[src/rtl/strobseq.sv]
// Strobe sequencer: per-state strob1 width, optional gap + strob2 phase, got pulse extendable by zw&oken.
// Single-step mode parks in HOLD with strob1 high until a synchronised step edge or mode release.
module strobseq #(
  parameter int              N            = 5,
  parameter int              TW           = 4,
  parameter logic [N*TW-1:0] STROB1_TICKS = {N{4'd3}},
  parameter logic [N-1:0]    ST2_MASK     = 5'b00011,
  parameter logic [N-1:0]    OK_MASK      = 5'b00110,
  parameter int              GAP_TICKS    = 1,
  parameter int              STROB2_TICKS = 3,
  parameter int              GOT_TICKS    = 2,
  parameter int              IW           = (N > 1) ? $clog2(N) : 1
) (
  input  logic          __clk,
  input  logic          rst_,
  input  logic [N-1:0]  ss,
  input  logic          ok,
  input  logic          zw,
  input  logic          oken,
  input  logic          mode,
  input  logic          step,
  input  logic          strob_fp,
  output logic          strob1,
  output logic          strob2,
  output logic          got,
  output logic          busy,
  output logic [IW-1:0] act_idx
);

  localparam logic [2:0] IDLE = 3'd0;
  localparam logic [2:0] S1   = 3'd1;
  localparam logic [2:0] GAP  = 3'd2;
  localparam logic [2:0] S2   = 3'd3;
  localparam logic [2:0] HOLD = 3'd4;
  localparam logic [2:0] GOT  = 3'd5;

  function automatic logic ticks_legal();
    logic legal;
    legal = (GAP_TICKS >= 1) && (GAP_TICKS < 2**TW) &&
            (STROB2_TICKS >= 1) && (STROB2_TICKS < 2**TW) &&
            (GOT_TICKS >= 1) && (GOT_TICKS < 2**TW);
    for (int i = 0; i < N; i++)
      if (STROB1_TICKS[i*TW +: TW] == '0) legal = 1'b0;
    return legal;
  endfunction

  localparam logic TICKS_LEGAL = ticks_legal();

  logic [2:0]    state, state_nxt;
  logic [TW-1:0] cnt, cnt_nxt;
  logic [IW-1:0] idx_nxt;
  logic [2:0]    step_sync;
  logic          strob1_q;

  logic          sel_vld;
  logic [IW-1:0] sel_idx;
  logic          start;
  logic          cnt_zero;
  logic          step_rise;
  logic [2:0]    tail_state;
  logic [TW-1:0] tail_cnt;

  // Lowest set select wins; its ok gate alone decides whether the cycle may start.
  always_comb begin
    sel_vld = 1'b0;
    sel_idx = '0;
    for (int i = N - 1; i >= 0; i--) begin
      if (ss[i]) begin
        sel_vld = 1'b1;
        sel_idx = IW'(i);
      end
    end
  end

  assign start     = sel_vld && (!OK_MASK[sel_idx] || ok);
  assign cnt_zero  = (cnt == '0);
  assign step_rise = step_sync[1] & ~step_sync[2];

  // Where the cycle goes once strob1 is finished (directly or via HOLD).
  assign tail_state = ST2_MASK[act_idx] ? GAP : GOT;
  assign tail_cnt   = ST2_MASK[act_idx] ? TW'(GAP_TICKS - 1) : TW'(GOT_TICKS - 1);

  always_comb begin
    state_nxt = state;
    cnt_nxt   = cnt;
    idx_nxt   = act_idx;
    case (state)
      IDLE: begin
        if (start) begin
          state_nxt = S1;
          cnt_nxt   = STROB1_TICKS[int'(sel_idx)*TW +: TW] - TW'(1);
          idx_nxt   = sel_idx;
        end
      end
      S1: begin
        if (!cnt_zero) begin
          cnt_nxt = cnt - TW'(1);
        end else if (mode) begin
          state_nxt = HOLD;
        end else begin
          state_nxt = tail_state;
          cnt_nxt   = tail_cnt;
        end
      end
      HOLD: begin
        if (step_rise || !mode) begin
          state_nxt = tail_state;
          cnt_nxt   = tail_cnt;
        end
      end
      GAP: begin
        if (!cnt_zero) begin
          cnt_nxt = cnt - TW'(1);
        end else begin
          state_nxt = S2;
          cnt_nxt   = TW'(STROB2_TICKS - 1);
        end
      end
      S2: begin
        if (!cnt_zero) begin
          cnt_nxt = cnt - TW'(1);
        end else begin
          state_nxt = GOT;
          cnt_nxt   = TW'(GOT_TICKS - 1);
        end
      end
      GOT: begin
        if (!cnt_zero) begin
          cnt_nxt = cnt - TW'(1);
        end else if (zw && oken) begin
          cnt_nxt = TW'(GOT_TICKS - 1);
        end else begin
          state_nxt = IDLE;
        end
      end
      default: begin
        state_nxt = IDLE;
        cnt_nxt   = '0;
      end
    endcase
  end

  // Outputs are registered from the next state so they never glitch on decode.
  always_ff @(posedge __clk or negedge rst_) begin
    if (!rst_) begin
      state     <= IDLE;
      cnt       <= '0;
      act_idx   <= '0;
      step_sync <= '0;
      strob1_q  <= 1'b0;
      strob2    <= 1'b0;
      got       <= 1'b0;
      busy      <= 1'b0;
    end else begin
      state     <= state_nxt;
      cnt       <= cnt_nxt;
      act_idx   <= idx_nxt;
      step_sync <= {step_sync[1:0], step};
      strob1_q  <= (state_nxt == S1) || (state_nxt == HOLD);
      strob2    <= (state_nxt == S2);
      got       <= (state_nxt == GOT);
      busy      <= (state_nxt != IDLE);
    end
  end

  assign strob1 = strob1_q | strob_fp;

  a_ticks_legal: assert property (@(posedge __clk) disable iff (!rst_) TICKS_LEGAL);

endmodule

[config.mk]
export PLATFORM = sky130hd
export DESIGN_NAME = strobseq
export DESIGN_NICKNAME = d
export VERILOG_FILES = /design/src/rtl/strobseq.sv
export SDC_FILE = /design/constraint.sdc
export NUM_CORES = 1
export LEC_CHECK = 0
export CAP_MARGIN = 40
export CELL_PAD_IN_SITES_DETAIL_PLACEMENT = 0
export CELL_PAD_IN_SITES_GLOBAL_PLACEMENT = 1
export CORE_ASPECT_RATIO = 0.75
export CORE_MARGIN = 1.5
export CORE_UTILIZATION = 40
export CTS_CLUSTER_SIZE = 24
export DETAILED_ROUTE_END_ITERATION = 8
export PLACE_DENSITY_LB_ADDON = 0.1
export SETUP_SLACK_MARGIN = 0.05
export SLEW_MARGIN = 10
export SYNTH_ARGS = -nofsm -noshare
export SYNTH_HDL_FRONTEND = slang
export SYNTH_SLANG_ARGS = --single-unit
[constraint.sdc]
create_clock -name __clk -period 2.9 [get_ports __clk]
set_input_delay 0.87 -clock __clk [delete_from_list [all_inputs] [get_ports __clk]]
set_output_delay 0.87 -clock __clk [all_outputs]
set_load 0.01 [all_outputs]
==> impl_metrics.yaml <==
min_path:
  hold_class: "flop to flop"
power_and_ir_drop:
  swShare_pct: 41.91
  intPower_uw: 660.7
  p_seq_share_pct: 33.7
  switchingPower_uw: 476.7
  powerDensity_nw_per_um2: 889.4
  irDropWorstVdd_mv: 0.4836
  clockPowerShare_pct: 11.8
  combPwrFrac_pct: 54.4
  p_leak_nw: 0.5912
  power.total_mw: 1.137
global_route:
  antenna_found_initial: 0
  grt_pass1_wl_um: 3650
  track_usage_pct: 18.82
  grt_max_degree: 18
  grt_overflow: 0
  grt_pass1_vias: 787
logic_synthesis:
  ys_types: 42
  synth_warnings: 0
  synth-main-ff-cell: "dfrtp_1"
  yosysSeqAreaShare_pct: 45.27
  synth_fp_nets: 111
  avgSynthCellArea_um2: 9.687
  synth_edf_count: 0
  synthCells: 97
  ys_seq_elements: 17
  syn_area_um2: 939.7
  async_flop_share_pct: 100.0
detailed_routing:
  first_pass_iters: 4
  wl_per_cell_um: 14.17
  drt-total-wl_um: 2168
  vias: 865
  viasPerCell: 5.654
  drcViolationCount: 0
  drt-initial-drc-count: 29
  drtAntennaViolNets: 0
cts:
  path_clk_slew_ps: 110
  root_buffer: "clkbuf_4"
  cts_tree: "done"
  clock_path_buffers: 2
  clk_latency_ps: 300
  cts.sinks: 17
  htree_levels: 1
  cts_buffers: 3
setup_path:
  end_kind: "flop"
  cp.required_ps: 3100
  critPathBufInv: 1
  arrival_ps: 3000
  cp_slowest_cell: "a311o_1"
  crit_chain: "dlygate4sd2_1 > nor2b_1 > o21bai_1 > ha_1 > nand2b_1 > mux2i_1 > nand3b_4 > and4b_1 > a311o_1 > a211o_1"
  slowest_delay_ps: 380
  worstPathMaxFanout: 3
  worstSetupPathType: "input pin to flop"
  critPathTopFamily: "compound AO/OA/AOI/OAI gates"
  cp-start-kind: "input pin"
cells_and_area:
  drive_above_1_share_pct: 19.38
  post-route-util_pct: 60.83
  diodes: 0
  area_delta_synth_final_pct: 36.09
  final_cell_area_um2: 1279
  layout.nets: 144
floorplan:
  die_area_um2: 2652
  core-area_um2: 2102
  fp.dieH_um: 44.98
  dieWidth_um: 58.97
  start_util_pct: 44.70
  io_pins: 20
  row_count: 14
timing:
  rsz0062_at_grt: "no"
  period_needed_ps: 2802
  hold-worst-slack_ps: 365.2
  finalHoldViolCount: 0
  max_freq_ghz: 0.3569
  slew_viol_final: 0
  timing.slew.headroom_pct: 47.44
  setup_viol: 0
  tightest_slew_ps: 786.0
  fin_crit_sh_pct: 96.61
  clock_skew_ps: 3.859
placed_design:
  place_hpwl_um: 1641
  gp_congestion: 0.8541
  io_buffers: 19
  place_area_um2: 1230
run:
  max-cap-violations: 0
status:
  outcome: "completed"
metrics by stage:
step | instances | TNS, ps | setup WS, ps
after floorplan | 97 | 0 | 233.0
after global placement | 148 | -1372 | -322.0
after CTS | 152 | 0 | 47.40
after detailed placement | 148 | -1551 | -350.1
after global routing | 153 | 0 | 16.44
final | 153 | 0 | 98.33
Yosys cell counts, types with 2 or more instances:
cell,number,area [um2]
a211oi_1,2,15.01
a21oi_1,5,25.02
and3_1,2,12.51
clkbuf_1,2,7.510
dfrtp_1,17,425.4
inv_1,4,15.01
nand2_1,10,37.54
nand2b_1,2,12.51
nand3_1,2,10.01
nand3b_1,2,15.01
nor2_1,6,22.52
nor3_1,2,10.01
nor3b_1,2,15.01
nor4b_1,2,17.52
o21ai_0,7,35.03
o2bb2ai_1,2,17.52
o31ai_1,2,15.01
or2_2,2,12.51
power groups by stage:
stage	Combinational, mW	Sequential (mW)	Clock (mW)
floorplan	0.391	0.365	0
global placement	0.612	0.384	0
detailed placement	0.620	0.386	0
CTS	0.620	0.381	0.140
global route	0.682	0.396	0.150
finish	0.619	0.384	0.135
routing by layer:
layer	global-route usage [%]	vias to the layer above	wire (um)
li1	-	418	-
met1	26.33	422	1041
met2	28.22	22	981
met3	6.877	3	134
met4	4.091	0	11
met5	0	-	0
cell usage in the layout, fill, tap and decap left out, types with 2 or more instances in the layout:
master / count
o21ai_0: 6
inv_1: 4
a21oi_1: 5
a211oi_1: 2
nand3_1: 2
dfrtp_1: 17
nor3_1: 2
nor2_1: 5
nor2_2: 2
buf_4: 12
dlygate4sd2_1: 2
clkdlybuf4s50_1: 14
dlymetal6s2s_1: 3
or2_2: 2
o31ai_1: 2
nor4b_1: 2
nand2b_1: 2
nand3b_1: 2
nand2_1: 10
nor3b_1: 2
o2bb2ai_1: 2
clkbuf_4: 3
and3_1: 2
registers in the layout, summed over array words and instances (netlist names):
name	flops
step_sync	3
got	1
busy	1
strob2	1
act_idx	3
cnt	4
state	3
strob1_q	1
worst reg2reg max path, stage by stage, from the launching register on:
cell and delay (ps):
dfrtp_1 560, clkinv_1 320, a2111oi_1 470, a41oi_1 120, and4b_1 250, a311o_1 380
a211o_1 300
final timing paths:
kind / from / to / slack (ps) / cells after the start
hold / removal: step_sync[0] / step_sync[1] / 370 / 0
min in group asynchronous: rst_ / act_idx[2] / 1020 / 1
hold reg to reg: step_sync[0] / step_sync[1] / 370 / 0
setup reg to reg: state[2] / cnt[3] / 400 / 6
setup / recovery: ss[3] / cnt[3] / 100 / 10
max in group asynchronous: rst_ / cnt[1] / 1400 / 1
area by class of cell:
class | instances | area (um2)
clock inverters | 1 | 7.507
repair buffers | 31 | 285.3
flip-flops and latches | 17 | 425.4
inverters | 6 | 22.52
clock buffers | 3 | 22.52
well taps | 24 | 30.03
fillers | 198 | 823.3
multi-input cells | 71 | 485.5
kinds of logic (layout without fill, tap and decap cells):
family | after synthesis | in the layout | synth area share, %
adders and majority gates | 1 | 1 | 1.331
AOI/OAI and AO/OA | 27 | 27 | 19.57
DFF | 17 | 17 | 45.27
buffers and inverters | 9 | 41 | 3.727
muxes | 2 | 2 | 2.264
and+or+nand+nor | 41 | 41 | 27.83
timing repair:
| item | 4_1_cts | 5_1_grt |
|---|---|---|
| pin swaps | 1 | 2 |
| gates cloned | 0 | 0 |
| endpoints found under the setup margin | 4 | 3 |
| hold buffers | 0 | 0 |
| gates resized for setup | 3 | 5 |
| setup buffers | 0 | 1 |
(Power assumes the default switching activity.)
